==> src/rtl/lcd_pkg.sv <==
// Shared constants and encodings for the character LCD writer.
// Holds the panel command bytes, the FSM state encoding and small byte helpers.
package lcd_pkg;

   localparam logic [7:0] FUNC_SET = 8'h38;
   localparam logic [7:0] DISP_ON  = 8'h0C;
   localparam logic [7:0] CLEAR    = 8'h01;
   localparam logic [7:0] ENTRY    = 8'h06;
   localparam logic [7:0] LINE0    = 8'h80;
   localparam logic [7:0] LINE1    = 8'hC0;
   localparam logic [7:0] CR       = 8'h0D;

   typedef enum logic [2:0] {
      ST_PWR,
      ST_SETUP,
      ST_PULSE,
      ST_WAIT,
      ST_IDLE
   } lcd_state_t;

   // What the writer must still issue after the current write's WAIT finishes.
   typedef enum logic [1:0] {
      FOL_NONE,
      FOL_LINE1,
      FOL_CLEAR,
      FOL_HOME
   } lcd_follow_t;

   function automatic logic [7:0] init_cmd(input logic [1:0] step);
      logic [7:0] cmd;
      case (step)
         2'd0:    cmd = FUNC_SET;
         2'd1:    cmd = DISP_ON;
         2'd2:    cmd = CLEAR;
         default: cmd = ENTRY;
      endcase
      return cmd;
   endfunction

   function automatic logic is_printable(input logic [7:0] b);
      return (b >= 8'h20) && (b <= 8'h7E);
   endfunction

endpackage

==> src/rtl/lcd_delay_counter.sv <==
// Loadable down-counter; done is high during the last cycle of a loaded delay.
// A load value of 0 behaves like 1 so every timed state lasts at least one clock.
module lcd_delay_counter #(
   parameter int W = 20
) (
   input  logic         clk,
   input  logic         reset,
   input  logic         load,
   input  logic [W-1:0] load_val,
   output logic         done
);

   logic [W-1:0] count;

   always_ff @(posedge clk) begin
      if (!reset)
         count <= '0;
      else if (load)
         count <= (load_val == '0) ? W'(1) : load_val;
      else if (count != '0)
         count <= count - W'(1);
   end

   assign done = (count == W'(1));

endmodule

==> src/rtl/lcd_char_writer.sv <==
// HD44780-style character writer: powers up and initialises the panel, then turns
// incoming bytes into data writes with automatic line wrap, screen wrap and CR handling.
module lcd_char_writer
   import lcd_pkg::*;
#(
   parameter int PWRUP_CYC    = 750000,
   parameter int E_HIGH_CYC   = 25,
   parameter int CMD_WAIT_CYC = 2000,
   parameter int CLR_WAIT_CYC = 82000
) (
   input  logic       clk,
   input  logic       reset,
   input  logic [7:0] lcd_data,
   input  logic       lcd_en,
   output logic       busy,
   output logic [9:0] lcd_bus,
   output logic       lcd_e
);

   localparam int MAX_A  = (PWRUP_CYC > CLR_WAIT_CYC) ? PWRUP_CYC : CLR_WAIT_CYC;
   localparam int MAX_B  = (E_HIGH_CYC > CMD_WAIT_CYC) ? E_HIGH_CYC : CMD_WAIT_CYC;
   localparam int MAX_V  = (MAX_A > MAX_B) ? MAX_A : MAX_B;
   localparam int MAX_G  = (MAX_V < 1) ? 1 : MAX_V;
   localparam int CW     = $clog2(MAX_G + 1);

   // The first PWR clock arms the counter, so it is loaded with one less.
   localparam logic [CW-1:0] PWR_LOAD = CW'((PWRUP_CYC > 1) ? PWRUP_CYC - 1 : 1);
   localparam logic [CW-1:0] E_LOAD   = CW'(E_HIGH_CYC);
   localparam logic [CW-1:0] CMD_LOAD = CW'(CMD_WAIT_CYC);
   localparam logic [CW-1:0] CLR_LOAD = CW'(CLR_WAIT_CYC);

   lcd_state_t    state;
   lcd_follow_t   follow;
   logic          line;
   logic [3:0]    col;
   logic [1:0]    init_step;
   logic          init_active;
   logic          pwr_armed;
   logic          cnt_load;
   logic [CW-1:0] cnt_val;
   logic          cnt_done;

   lcd_delay_counter #(.W(CW)) u_delay (
      .clk      (clk),
      .reset    (reset),
      .load     (cnt_load),
      .load_val (cnt_val),
      .done     (cnt_done)
   );

   // Each timed state's delay is loaded on the edge that enters it.
   always_comb begin
      cnt_load = 1'b0;
      cnt_val  = '0;
      case (state)
         ST_PWR: begin
            if (!pwr_armed) begin
               cnt_load = 1'b1;
               cnt_val  = PWR_LOAD;
            end
         end
         ST_SETUP: begin
            cnt_load = 1'b1;
            cnt_val  = E_LOAD;
         end
         ST_PULSE: begin
            if (cnt_done) begin
               cnt_load = 1'b1;
               cnt_val  = (lcd_bus == {2'b00, CLEAR}) ? CLR_LOAD : CMD_LOAD;
            end
         end
         default: begin
            cnt_load = 1'b0;
            cnt_val  = '0;
         end
      endcase
   end

   // Main sequencer; the bus value set on entry to SETUP is held through WAIT.
   always_ff @(posedge clk) begin
      if (!reset) begin
         state       <= ST_PWR;
         follow      <= FOL_NONE;
         lcd_e       <= 1'b0;
         lcd_bus     <= 10'h000;
         busy        <= 1'b1;
         line        <= 1'b0;
         col         <= 4'd0;
         init_step   <= 2'd0;
         init_active <= 1'b1;
         pwr_armed   <= 1'b0;
      end else begin
         case (state)
            ST_PWR: begin
               if (!pwr_armed)
                  pwr_armed <= 1'b1;
               else if (cnt_done) begin
                  lcd_bus <= {2'b00, init_cmd(init_step)};
                  state   <= ST_SETUP;
               end
            end
            ST_SETUP: begin
               lcd_e <= 1'b1;
               state <= ST_PULSE;
            end
            ST_PULSE: begin
               if (cnt_done) begin
                  lcd_e <= 1'b0;
                  state <= ST_WAIT;
               end
            end
            ST_WAIT: begin
               if (cnt_done) begin
                  if (init_active) begin
                     if (init_step == 2'd3) begin
                        init_active <= 1'b0;
                        busy        <= 1'b0;
                        state       <= ST_IDLE;
                     end else begin
                        init_step <= init_step + 2'd1;
                        lcd_bus   <= {2'b00, init_cmd(init_step + 2'd1)};
                        state     <= ST_SETUP;
                     end
                  end else begin
                     case (follow)
                        FOL_LINE1: begin
                           lcd_bus <= {2'b00, LINE1};
                           follow  <= FOL_NONE;
                           state   <= ST_SETUP;
                        end
                        FOL_CLEAR: begin
                           lcd_bus <= {2'b00, CLEAR};
                           follow  <= FOL_HOME;
                           state   <= ST_SETUP;
                        end
                        FOL_HOME: begin
                           lcd_bus <= {2'b00, LINE0};
                           follow  <= FOL_NONE;
                           state   <= ST_SETUP;
                        end
                        default: begin
                           busy  <= 1'b0;
                           state <= ST_IDLE;
                        end
                     endcase
                  end
               end
            end
            ST_IDLE: begin
               if (lcd_en) begin
                  if (is_printable(lcd_data)) begin
                     lcd_bus <= {2'b10, lcd_data};
                     busy    <= 1'b1;
                     state   <= ST_SETUP;
                     if (col == 4'd15) begin
                        col    <= 4'd0;
                        line   <= ~line;
                        follow <= line ? FOL_CLEAR : FOL_LINE1;
                     end else
                        col <= col + 4'd1;
                  end else if (lcd_data == CR) begin
                     lcd_bus <= {2'b00, (line ? LINE0 : LINE1)};
                     line    <= ~line;
                     col     <= 4'd0;
                     busy    <= 1'b1;
                     state   <= ST_SETUP;
                  end
               end
            end
            default: begin
               state <= ST_PWR;
            end
         endcase
      end
   end

endmodule

==> config.mk <==
export PLATFORM = sky130hd
export DESIGN_NAME = lcd_char_writer
export DESIGN_NICKNAME = d
export VERILOG_FILES = /design/src/rtl/lcd_pkg.sv /design/src/rtl/lcd_delay_counter.sv /design/src/rtl/lcd_char_writer.sv
export SDC_FILE = /design/constraint.sdc
export NUM_CORES = 1
export LEC_CHECK = 0
export ABC_AREA = 1
export CELL_PAD_IN_SITES_DETAIL_PLACEMENT = 0
export CELL_PAD_IN_SITES_GLOBAL_PLACEMENT = 1
export CORE_MARGIN = 4
export CORE_UTILIZATION = 45
export DETAILED_ROUTE_END_ITERATION = 10
export GPL_TIMING_DRIVEN = 0
export PLACE_DENSITY_LB_ADDON = 0.1
export RECOVER_POWER = 50
export SLEW_MARGIN = 15
export SYNTH_ARGS = -nofsm -noshare
export SYNTH_HDL_FRONTEND = slang
export SYNTH_SLANG_ARGS = --single-unit
==> constraint.sdc <==
create_clock -name clk -period 3.2 [get_ports clk]
set_clock_uncertainty 0.05 [all_clocks]
set_input_delay 0.64 -clock clk [delete_from_list [all_inputs] [get_ports clk]]
set_output_delay 0.64 -clock clk [all_outputs]
set_load 0.05 [all_outputs]
==> metrics.yaml, run 1 <==
clock_tree:
  cts_buffers: 5
  cts_buffer_depth: 2
  cts-hold-fix-buffers: 0
  clk_pin_slew_ns: 0.09
  cts_resized: 0
  cts_tree: "yes"
  clock_sinks: 45
  cts_root_buf: "clkbuf_8"
  clk_latency_ns: 0.30
  post_cts_buffers: 0
  h-tree-depth: 2
grt:
  grt-ovfl-total: 0
  grt_pass1_wl_um: 13100
  track_usage_pct: 19.0
  antenna_found_initial: 0
  grt_max_degree: 15
  first_global_vias: 2775
die:
  core_area_um2: 6870
  fp.dieH_um: 92.5
  die_x_um: 92.5
  initial_core_util_pct: 46.8
  die-area_um2: 8560
  pin_count: 23
  rows: 30
worst_setup_path:
  crit_path_cell_trace: "inv_1 > ha_1 > nand2_1 > nor3_1 > nand2_2 > nor2_1 > nand3_1 > nand2_1 > buf_6 > nor2_1"
  cpPeakStageDelay_ns: 0.47
  crit_type: "flip-flop to flip-flop"
  r2r_slack_ns: 0.80
  slowest_stage: "nor3_1"
  crit_path_start_kind: "flip-flop"
  end_kind: "flip-flop"
  cp_data_arrival_time_ns: 2.55
  critPathRequiredTime_ns: 3.35
  cp_max_fo: 10
yosys:
  syn_nets: 487
  synth_xor_area_share_pct: 3.54
  synth-compound-area-share_pct: 10.1
  yosysUniqueCellTypes: 42
  netlist_instances: 460
  synth_top_family_by_area: "simple AND/OR/NAND/NOR gates"
  synth.area.mux_share_pct: 0
  yosysSeqAreaShare_pct: 28.0
  syn_area_per_cell_um2: 6.98
  synthSimpleGateAreaFrac_pct: 44.5
  ys_ff_latch: 45
  yosysWarnings: 0
  synth_fa_ha_area_share_pct: 6.23
  syn_area_um2: 3210
sta:
  slew_viol_final: 0
  finalCriticalPeriod_ns: 2.40
  hold_violations: 0
  slew_headroom_pct: 62.6
  setup_viol: 0
  fmax_mhz: 416
  finalSetupTns_ns: 0
  hold_ws_ns: 0.418
  worst_slew_pin_slew_ns: 0.562
  fin_crit_sh_pct: 75.1
  rsz0062_at_grt: "no"
power_and_ir_drop:
  ir_drop_uv: 175
  p_total_mw: 1.92
  power_density_nw_per_um2: 536
  p_leak_nw: 1.61
detailed_routing:
  postRouteAntennaNets: 0
  drt-pass1-iter-count: 4
  wirelength_um: 7780
  drt-initial-drc-count: 61
  wl_per_cell_um: 13.3
  drc: 0
  avgViaCountPerCell: 4.97
  routed-via-count: 2906
placed_design:
  gp_congestion: 0.845
  hpwl_um: 6140
  numPortBuffers: 21
final_layout:
  nets: 515
  drive_gt1_share_pct: 13.1
  n_antenna_cell: 0
  fillers: 722
  area_growth_pct: 11.8
status:
  status: "finished clean"
worst_hold_path:
  min_path_type: "flip-flop to flip-flop"
run:
  maxCapViolCount: 0
==> worst paths after layout <==
check / startpoint / to / cells past startpoint
max reg2reg: u_delay.count[0]$_SDFFE_PN0P_ / u_delay.count[16]$_SDFFE_PN0P_ / 10
min reg2reg: lcd_e$_SDFFE_PN0P_ / lcd_e$_SDFFE_PN0P_ / 2
min: lcd_e$_SDFFE_PN0P_ / lcd_e$_SDFFE_PN0P_ / 2
max: u_delay.count[0]$_SDFFE_PN0P_ / u_delay.count[16]$_SDFFE_PN0P_ / 10
==> layout by cell type (no fill, tap or decap), types with 3 or more instances in the layout <==
cell             instances
nand2_1                 93
nor2_1                  84
dfxtp_1                 45
inv_1                   42
nand3_1                 27
a21oi_1                 25
clkdlybuf4s50_1         19
o21ai_0                 17
ha_1                    16
nor3_1                  12
inv_2                   10
nor2_2                   8
xor2_1                   8
nand4_1                  7
nand3b_1                 7
nand2_4                  6
nand2_2                  6
nor2_4                   5
xnor2_1                  5
clkbuf_8                 5
nor2_8                   4
nand3_2                  3
a21oi_2                  3
o211ai_1                 3
==> flip-flops by register name (all words and copies together) (netlist names) <==
signal and count:
busy 1, col 4, follow 2, init_active 1, init_step 2, lcd_bus 9
lcd_e 1, line 1, pwr_armed 1, state 3, u_delay.count 20
==> Yosys cell counts <==
| library cell | number | area share [%] |
|---|---|---|
| o21ai_2 | 2 | 0.55 |
| ha_1 | 16 | 6.2 |
| inv_4 | 1 | 0.19 |
| nor2_4 | 5 | 1.8 |
| or2_2 | 1 | 0.19 |
| xor2_1 | 8 | 2.2 |
| a211oi_1 | 1 | 0.23 |
| nor2_1 | 80 | 9.3 |
| nor2_8 | 4 | 2.5 |
| nand3b_1 | 7 | 1.6 |
| nand3_4 | 2 | 1.1 |
| buf_4 | 1 | 0.23 |
| nor3_1 | 10 | 1.6 |
| clkbuf_1 | 2 | 0.23 |
| o21ai_1 | 1 | 0.16 |
| inv_2 | 10 | 1.2 |
| nor4_1 | 1 | 0.19 |
| nand2_1 | 91 | 11 |
| nand2_2 | 8 | 1.6 |
| nand3_2 | 4 | 1.2 |
| buf_2 | 2 | 0.31 |
| a21oi_2 | 7 | 1.9 |
| o31ai_1 | 1 | 0.23 |
| o21ai_0 | 17 | 2.6 |
| nor3b_2 | 1 | 0.39 |
| nor2_2 | 12 | 2.3 |
| nand2_4 | 6 | 2.1 |
| o211ai_1 | 3 | 0.70 |
| a31oi_1 | 1 | 0.19 |
| nand4_4 | 1 | 0.66 |
| nand4_1 | 6 | 1.2 |
| conb_1 | 1 | 0.12 |
| or2_1 | 2 | 0.39 |
| nand3_1 | 25 | 3.9 |
| inv_1 | 42 | 4.9 |
| dfxtp_1 | 45 | 28 |
| buf_6 | 1 | 0.35 |
| and2_1 | 2 | 0.39 |
| nor3_4 | 3 | 1.5 |
| xnor2_1 | 5 | 1.4 |
| a22oi_1 | 1 | 0.23 |
| a21oi_1 | 21 | 3.3 |
==> cells by family (layout without fill, tap and decap cells) <==
| group | count (synthesis) | in the layout |
|---|---|---|
| other | 1 | 1 |
| AND/OR/NAND/NOR | 271 | 271 |
| buffers and inverters | 59 | 88 |
| AO/OA/AOI/OAI | 55 | 55 |
| XOR/XNOR | 13 | 13 |
| flip-flops | 45 | 45 |
| adder cells (fa/ha/maj) | 16 | 16 |
==> metal layers <==
metal | routed length (um) | global-route usage [%] | up-vias | part of all wire [%]
li1 | - | - | 1525 | -
met4 | 109 | 5.32 | 0 | 1.4
met2 | 4010 | 34.7 | 33 | 52
met1 | 3480 | 23.2 | 1339 | 45
met3 | 179 | 2.52 | 9 | 2.3
met5 | 0 | 0 | - | 0
==> where the power goes <==
group	internal, mW	total (mW)	switching (mW)
clock network	0.310	0.515	0.204
logic	0.251	0.701	0.450
registers	0.627	0.709	0.0818
==> metrics by stage <==
step                      instance area (um2)  cells  utilization [%]  worst slack [ns]
after floorplan                          3210    460                -              1.41
after global placement                   3540    577             51.6             0.717
after detailed placement                 3540    577             51.6             0.709
after CTS                                3680    585             53.5             0.974
after global routing                     3590    585             52.3             0.646
final                                    3590    585             52.3             0.797
==> layout make-up <==
cell class              instances  area [um2]  area share (%)
clock inverters                 3        65.1            1.81
plain buffers                   6        36.3            1.01
multi-input cells             356        1990            55.4
clock buffers                   5        68.8            1.92
flip-flops and latches         45         901            25.1
inverters                      53         201            5.61
well taps                      96         120            3.34
repair buffers                 21         210            5.85
==> worst max-delay path, delay by kind of cell (launching register included) <==
family,cells,cell delay [ns]
buffers and inverters,2,0.26
DFF,1,0.35
adders and majority gates,1,0.23
and+or+nand+nor,7,1.42
No activity file was read; power rests on OpenSTA's default activity.
==> run 2: changes to the inputs <==
--- a/config.mk
+++ b/config.mk
@@ -9,7 +9,7 @@
 export CELL_PAD_IN_SITES_DETAIL_PLACEMENT = 0
 export CELL_PAD_IN_SITES_GLOBAL_PLACEMENT = 1
 export CORE_MARGIN = 4
-export CORE_UTILIZATION = 45
+export CORE_UTILIZATION = 43
 export DETAILED_ROUTE_END_ITERATION = 10
 export GPL_TIMING_DRIVEN = 0
 export PLACE_DENSITY_LB_ADDON = 0.1
==> constraint.sdc (replaced) <==
create_clock -name clk -period 2.5 [get_ports clk]
set_clock_uncertainty 0.05 [all_clocks]
set_input_delay 0.5 -clock clk [delete_from_list [all_inputs] [get_ports clk]]
set_output_delay 0.5 -clock clk [all_outputs]
set_load 0.05 [all_outputs]
==> run 2 against run 1 <==
Against the previous run:
- worst setup slack got worse by 0.41 ns
- cell area increased by 1.0%
- critical path depth unchanged
- sequential power increased by 28%
- register-to-register slack got worse by 0.41 ns
- non-clock buffer count unchanged
- via count decreased by 0.14%
- largest power group is now combinational cells
- fmax increased by 13%
- hold slack got worse by 0.0013 ns
- utilization decreased by 2.3 points
- critical endpoint is now u_delay.count[4]$_SDFFE_PN0P_
- critical path type unchanged
- clock-buffer cell count unchanged
- first-iteration DRC count increased by 39%
==> metrics.yaml, run 2 (synthesis gave the netlist of run 1 again) <==
worst_setup_path:
  crit_end: "u_delay.count[4]$_SDFFE_PN0P_"  # was u_delay.count[16]$_SDFFE_PN0P_
  rr_endpoint: "u_delay.count[4]$_SDFFE_PN0P_"  # was u_delay.count[16]$_SDFFE_PN0P_
  cp_max_fo: 10  # unchanged
  r2r_slack_ns: 0.38  # was 0.80 ns
  cp_data_arrival_time_ns: 2.27  # was 2.55 ns
  end_kind: "flip-flop"  # unchanged
  r2r_start: "u_delay.count[0]$_SDFFE_PN0P_"  # unchanged
  critPathRequiredTime_ns: 2.65  # was 3.35 ns
  cp-startpoint: "u_delay.count[0]$_SDFFE_PN0P_"  # unchanged
  r2r_cells: 10  # unchanged
  crit_path_start_kind: "flip-flop"  # unchanged
  crit_type: "flip-flop to flip-flop"  # unchanged
status:
  status: "finished clean"  # unchanged
clock_tree:
  clk_pin_slew_ns: 0.09  # about the same
  cts_tree: "yes"  # unchanged
  h-tree-depth: 2  # unchanged
  post_cts_buffers: 0  # unchanged
  cts_buffer_depth: 2  # unchanged
  clk_latency_ns: 0.30  # about the same
  clock_sinks: 45  # unchanged
  cts_buffers: 5  # unchanged
  cts_root_buf: "clkbuf_8"  # unchanged
  cts-hold-fix-buffers: 0  # unchanged
  cts_resized: 0  # unchanged
power_and_ir_drop:
  p_comb_share_pct: 36.9  # was 36.4%
  intPower_mw: 1.52  # was 1.19 mW
  power_density_nw_per_um2: 687  # was 536 nW/um2
  p_clk_share_pct: 26.7  # about the same
  p_leak_nw: 1.63  # was 1.61 nW
  switching_power_mw: 0.970  # was 0.736 mW
  p_total_mw: 2.49  # was 1.92 mW
  p_seq_share_pct: 36.4  # was 36.8%
  swShare_pct: 38.9  # was 38.2%
  ir_drop_uv: 291  # was 175 uV
sta:
  setup_viol: 0  # unchanged
  hold_violations: 0  # unchanged
  rsz0062_at_grt: "no"  # unchanged
  finalSetupTns_ns: 0  # unchanged
  slew_viol_final: 0  # unchanged
  fin_crit_sh_pct: 84.7  # was 75.1%
  worst_slew_pin_slew_ns: 0.566  # was 0.562 ns
  fmax_mhz: 472  # was 416 MHz
  slew_headroom_pct: 62.3  # was 62.6%
  finalCriticalPeriod_ns: 2.12  # was 2.40 ns
placed_design:
  numPortBuffers: 21  # unchanged
  gp_congestion: 0.828  # was 0.845
  hpwl_um: 6170  # was 6140 um
detailed_routing:
  routed-via-count: 2902  # was 2,906
  drt-initial-drc-count: 85  # was 61
  wirelength_um: 7790  # was 7780 um
  postRouteAntennaNets: 0  # unchanged
  avgViaCountPerCell: 4.94  # was 4.97
  wl_per_cell_um: 13.3  # about the same
  drc: 0  # unchanged
  drt-pass1-iter-count: 6  # was 4
run:
  maxCapViolCount: 0  # unchanged
grt:
  grt-ovfl-total: 0  # unchanged
  first_global_vias: 2828  # was 2,775
  grt_pass1_wl_um: 13400  # was 13,100 um
  grt_max_degree: 15  # unchanged
  track_usage_pct: 18.8  # was 19.0%
  antenna_found_initial: 0  # unchanged
die:
  die_x_um: 94.4  # was 92.5 um
  fp.dieH_um: 94.4  # was 92.5 um
  pin_count: 23  # unchanged
  die-area_um2: 8920  # was 8560 um2
  core_area_um2: 7250  # was 6870 um2
  rows: 31  # was 30
  initial_core_util_pct: 44.3  # was 46.8%
final_layout:
  largest_reg_flops: 20  # unchanged
  drive_gt1_share_pct: 14.5  # was 13.1%
  largestRegisters: "u_delay.count (20), lcd_bus (9), col (4)"  # unchanged
  n_antenna_cell: 0  # unchanged
  area_growth_pct: 12.9  # was 11.8%
  regMostFlops: "u_delay.count"  # unchanged
  final_common_cell: "nand2_1"  # unchanged
  final_cell_mix: "nand2_1 (93), nor2_1 (83), dfxtp_1 (45), inv_1 (43), nand3_1 (26)"  # was nand2_1 (93), nor2_1 (84), dfxtp_1 (45), inv_1 (42), nand3_1 (27)
  nets: 515  # unchanged
worst_hold_path:
  min_path_type: "flip-flop to flip-flop"  # unchanged
run 2: changes by cell type in the layout (fill, tap and decap cells not counted), moves of 3 or more:
| cell | delta |
|---|---|
| dlygate4sd3_1 | +4 |
| clkdlybuf4s50_1 | -4 |
| a21oi_2 | +4 |
| a21oi_1 | -4 |
| nor2_2 | +3 |
run 2: worst min-delay path by stage:
stage,startpoint,end,cells after the start
floorplan,line$_SDFFE_PN0P_,line$_SDFFE_PN0P_,2
global placement,lcd_e$_SDFFE_PN0P_,lcd_e$_SDFFE_PN0P_,2
detailed placement,lcd_e$_SDFFE_PN0P_,lcd_e$_SDFFE_PN0P_,2
CTS,lcd_e$_SDFFE_PN0P_,lcd_e$_SDFFE_PN0P_,2
global route,lcd_e$_SDFFE_PN0P_,lcd_e$_SDFFE_PN0P_,2
finish,lcd_e$_SDFFE_PN0P_,lcd_e$_SDFFE_PN0P_,2
run 2: power groups by stage:
| stage | logic [mW] | clock network, mW | registers [mW] |
|---|---|---|---|
| floorplan | 0.702 | 0 | 0.951 |
| global placement | 0.936 | 0 | 0.924 |
| detailed placement | 0.944 | 0 | 0.926 |
| CTS | 0.951 | 0.685 | 0.909 |
| global route | 1.03 | 0.699 | 0.922 |
| finish | 0.918 | 0.666 | 0.908 |
run 2: cell type report:
class | instances | area [um2]
Multi-Input combinational cell | 356 | 2020
Clock inverter | 3 | 65.1
Sequential cell | 45 | 901
Tap cell | 99 | 124
Buffer | 6 | 36.3
Clock buffer | 5 | 68.8
Timing Repair Buffer | 21 | 210
Inverter | 53 | 201
Fill cell | 776 | 3620
run 2: critical path: stages, from the launching register on:
cell	delay (ns)
dfxtp_1	0.35
inv_1	0.08
ha_1	0.23
nand2_1	0.22
nor3_4	0.27
nand2_2	0.10
nor2_1	0.22
nand3_4	0.15
nand2_2	0.11
buf_6	0.18
nor2_1	0.06
run 2: through the flow:
| stage | setup slack (ns) | cells | hold WS [ns] | util (%) | cell area, um2 |
|---|---|---|---|---|---|
| after floorplan | 0.852 | 460 | 0.399 | - | 3210 |
| after global placement | 0.163 | 580 | 0.401 | 48.9 | 3550 |
| after detailed placement | 0.165 | 580 | 0.412 | 48.9 | 3550 |
| after CTS | 0.412 | 588 | 0.426 | 50.8 | 3680 |
| after global routing | 0.173 | 588 | 0.438 | 50.0 | 3630 |
| final | 0.383 | 588 | 0.417 | 50.0 | 3630 |
run 2: layer usage:
metal	part of all wire, %	vias to the layer above	global-route usage [%]
met4	2.4	0	6.50
met5	0	-	0
met2	51	31	34.6
met1	44	1327	22.1
met3	2.1	13	2.63
li1	-	1531	-
==> run 3: changes to the inputs <==
==> constraint.sdc (replaced) <==
create_clock -name clk -period 2.1 [get_ports clk]
set_clock_uncertainty 0.05 [all_clocks]
set_input_delay 0.42 -clock clk [delete_from_list [all_inputs] [get_ports clk]]
set_output_delay 0.42 -clock clk [all_outputs]
set_load 0.05 [all_outputs]
==> run 3 against run 2 <==
Against the previous run:
- utilization increased by 0.53 points
- combinational power grew 22%
- cell area grew 1.1%
- final cell count rose by 0.17%
- die area stayed put
- sequential share of layout area down 0.26 points
- register-to-register slack got worse by 0.22 ns
- sequential power increased by 19%
- largest cell class unchanged
==> metrics.yaml, run 3 (synthesis gave the netlist of run 1 again) <==
worst_setup_path:
  r2r_cells: 10  # unchanged
  critPathRequiredTime_ns: 1.63  # was 2.65 ns
  rr_endpoint: "u_delay.count[4]$_SDFFE_PN0P_"  # unchanged
  slowest_stage: "clkdlybuf4s50_1"  # was dfxtp_1
  crit_path_cell_trace: "clkdlybuf4s50_1"  # was inv_1 > ha_1 > nand2_1 > nor3_4 > nand2_2 > nor2_1 > nand3_4 > nand2_2 > buf_6 > nor2_1
  crit_family: "buffers and inverters"  # was simple AND/OR/NAND/NOR gates
  cp_max_fo: 3  # was 10
  cp_data_arrival_time_ns: 1.51  # was 2.27 ns
  crit_type: "flip-flop to output pin"  # was flip-flop to flip-flop
  r2r_start: "u_delay.count[0]$_SDFFE_PN0P_"  # unchanged
  crit_path_start_kind: "flip-flop"  # unchanged
  cpPeakStageDelay_ns: 0.82  # was 0.35 ns
  r2r_slack_ns: 0.16  # was 0.38 ns
  end_kind: "output pin"  # was flip-flop
  path_buf_inv: 1  # was 2
worst_hold_path:
  holdPathEnd: "lcd_e$_SDFFE_PN0P_"  # unchanged
  min_path_type: "flip-flop to flip-flop"  # unchanged
  hp-start: "lcd_e$_SDFFE_PN0P_"  # unchanged
  hold_path_depth: 2  # unchanged
detailed_routing:
  wl_per_cell_um: 13.3  # about the same
  avgViaCountPerCell: 4.96  # was 4.94
  routed-via-count: 2920  # was 2,902
  postRouteAntennaNets: 0  # unchanged
  drt-pass1-iter-count: 6  # unchanged
  drc: 0  # unchanged
  drt-initial-drc-count: 94  # was 85
  wirelength_um: 7810  # was 7790 um
placed_design:
  dpl_cell_area_um2: 3550  # unchanged
  gp_congestion: 0.828  # unchanged
  place_inst: 580  # unchanged
  numPortBuffers: 21  # unchanged
  hpwl_um: 6170  # unchanged
run:
  maxCapViolCount: 0  # unchanged
sta:
  fmax_mhz: 505
  finalCriticalPeriod_ns: 1.98
  hold_ws_ns: 0.417  # about the same
  fin_crit_sh_pct: 94.3
  hold_violations: 0  # unchanged
  setup_viol: 0  # unchanged
  worst_slew_pin_slew_ns: 0.568  # was 0.566 ns
  slew_viol_final: 0  # unchanged
  slew_headroom_pct: 62.1  # was 62.3%
  rsz0062_at_grt: "no"  # unchanged
status:
  status: "finished clean"  # unchanged
final_layout:
  fin_area_um2: 3670  # was 3630 um2
  n_antenna_cell: 0  # unchanged
  drive_gt1_share_pct: 15.9  # was 14.5%
  nets: 516  # was 515
  instances_no_fill: 589  # was 588
  final_common_cell: "nand2_1"  # unchanged
  area_growth_pct: 14.1  # was 12.9%
  largestRegisters: "u_delay.count (20), lcd_bus (9), col (4)"  # unchanged
  fillers: 767  # was 776
  final_cell_mix: "nand2_1 (91), nor2_1 (81), dfxtp_1 (45), inv_1 (42), nand3_1 (26)"  # was nand2_1 (93), nor2_1 (83), dfxtp_1 (45), inv_1 (43), nand3_1 (26)
  regMostFlops: "u_delay.count"  # unchanged
  largest_reg_flops: 20  # unchanged
power_and_ir_drop:
  p_total_mw: 2.99  # was 2.49 mW
  power_density_nw_per_um2: 816  # was 687 nW/um2
  p_leak_nw: 1.63  # about the same
  ir_drop_uv: 358  # was 291 uV
grt:
  first_global_vias: 2828  # unchanged
  grt_pass1_wl_um: 13400  # unchanged
  antenna_found_initial: 0  # unchanged
  grt_max_degree: 15  # unchanged
  grt-ovfl-total: 0  # unchanged
  track_usage_pct: 18.8  # unchanged
die:
  die_x_um: 94.4  # unchanged
  pin_count: 23  # unchanged
  die-area_um2: 8920  # unchanged
  initial_core_util_pct: 44.3  # unchanged
  fp.dieH_um: 94.4  # unchanged
  rows: 31  # unchanged
  core_area_um2: 7250  # unchanged
clock_tree:
  cts_root_buf: "clkbuf_8"  # unchanged
  clk_pin_slew_ns: 0.09  # about the same
  cts_buffer_depth: 2  # unchanged
  cts_buffers: 5  # unchanged
  clk_latency_ns: 0.30  # about the same
  clock_sinks: 45  # unchanged
  h-tree-depth: 2  # unchanged
  cts_tree: "yes"  # unchanged
  cts-hold-fix-buffers: 0  # unchanged
==> run 3: changes by cell type in the layout (fill, tap and decap cells not counted), sizes merged <==
cell / before / now
buf: 4 / 5
clkdlybuf4s50: 15 / 18
dlygate4sd3: 6 / 3
==> run 3: worst max-delay path by stage <==
stage	start	depth (start not counted)	to	slack (ns)
3_5_place_dp	lcd_data[5]	10	lcd_bus[0]$_SDFFE_PN0P_	-0.15
2_1_floorplan	u_delay.count[0]$_SDFFE_PN0P_	10	u_delay.count[16]$_SDFFE_PN0P_	0.45
4_1_cts	lcd_bus[5]$_SDFFE_PN0P_	1	lcd_bus[5]	0.09
5_1_grt	u_delay.count[0]$_SDFFE_PN0P_	10	u_delay.count[4]$_SDFFE_PN0P_	0.02
3_3_place_gp	lcd_data[5]	10	lcd_bus[6]$_SDFFE_PN0P_	-0.16
6_report	lcd_bus[5]$_SDFFE_PN0P_	1	lcd_bus[5]	0.12
==> run 3: layout make-up <==
cell class                 instances  area, um2  share of cell area [%]
buffer                             6       36.3                   0.989
multi-input combinational        356       2050                    56.0
sequential                        45        901                    24.6
inverter                          53        201                    5.49
clock buffer                       5       68.8                    1.88
timing repair buffer              22        218                    5.94
clock inverter                     3       65.1                    1.77
tap                               99        124                    3.38
==> run 3: routing by layer <==
layer	GRT usage, %	share of wire, %	up-vias
li1	-	-	1533
met1	22.1	44	1334
met2	34.6	51	40
met3	2.63	2.7	13
met4	6.50	2.4	0
met5	0	0	-
==> run 3: worst register-to-register path, cell delays in order, from the launching register on <==
cell	delay, ns
dfxtp_1	0.35
inv_1	0.09
ha_1	0.24
nand2_2	0.16
nor3_4	0.24
nand2_2	0.10
nor2_2	0.16
nand3_4	0.13
nand2_2	0.10
buf_6	0.17
nor2_1	0.06
==> run 3: stage by stage <==
stage | worst slack (ns) | setup TNS (ns) | util [%]
floorplan | 0.454 | 0 | -
global placement | -0.157 | -1.59 | 48.9
detailed placement | -0.155 | -1.72 | 48.9
CTS | 0.0921 | 0 | 50.8
global route | 0.0230 | 0 | 50.6
finish | 0.119 | 0 | 50.6
==> run 3: timing repair <==
item	4_1_cts	5_1_grt
buffers inserted	0	1
gates resized for setup	0	1
endpoints found under the setup margin	0	5
==> run 3: power breakdown <==
part	switching (mW)	internal [mW]	total, mW
sequential	0.125	0.956	1.08
clock	0.318	0.473	0.791
combinational	0.722	0.398	1.12
total	1.16	1.83	2.99
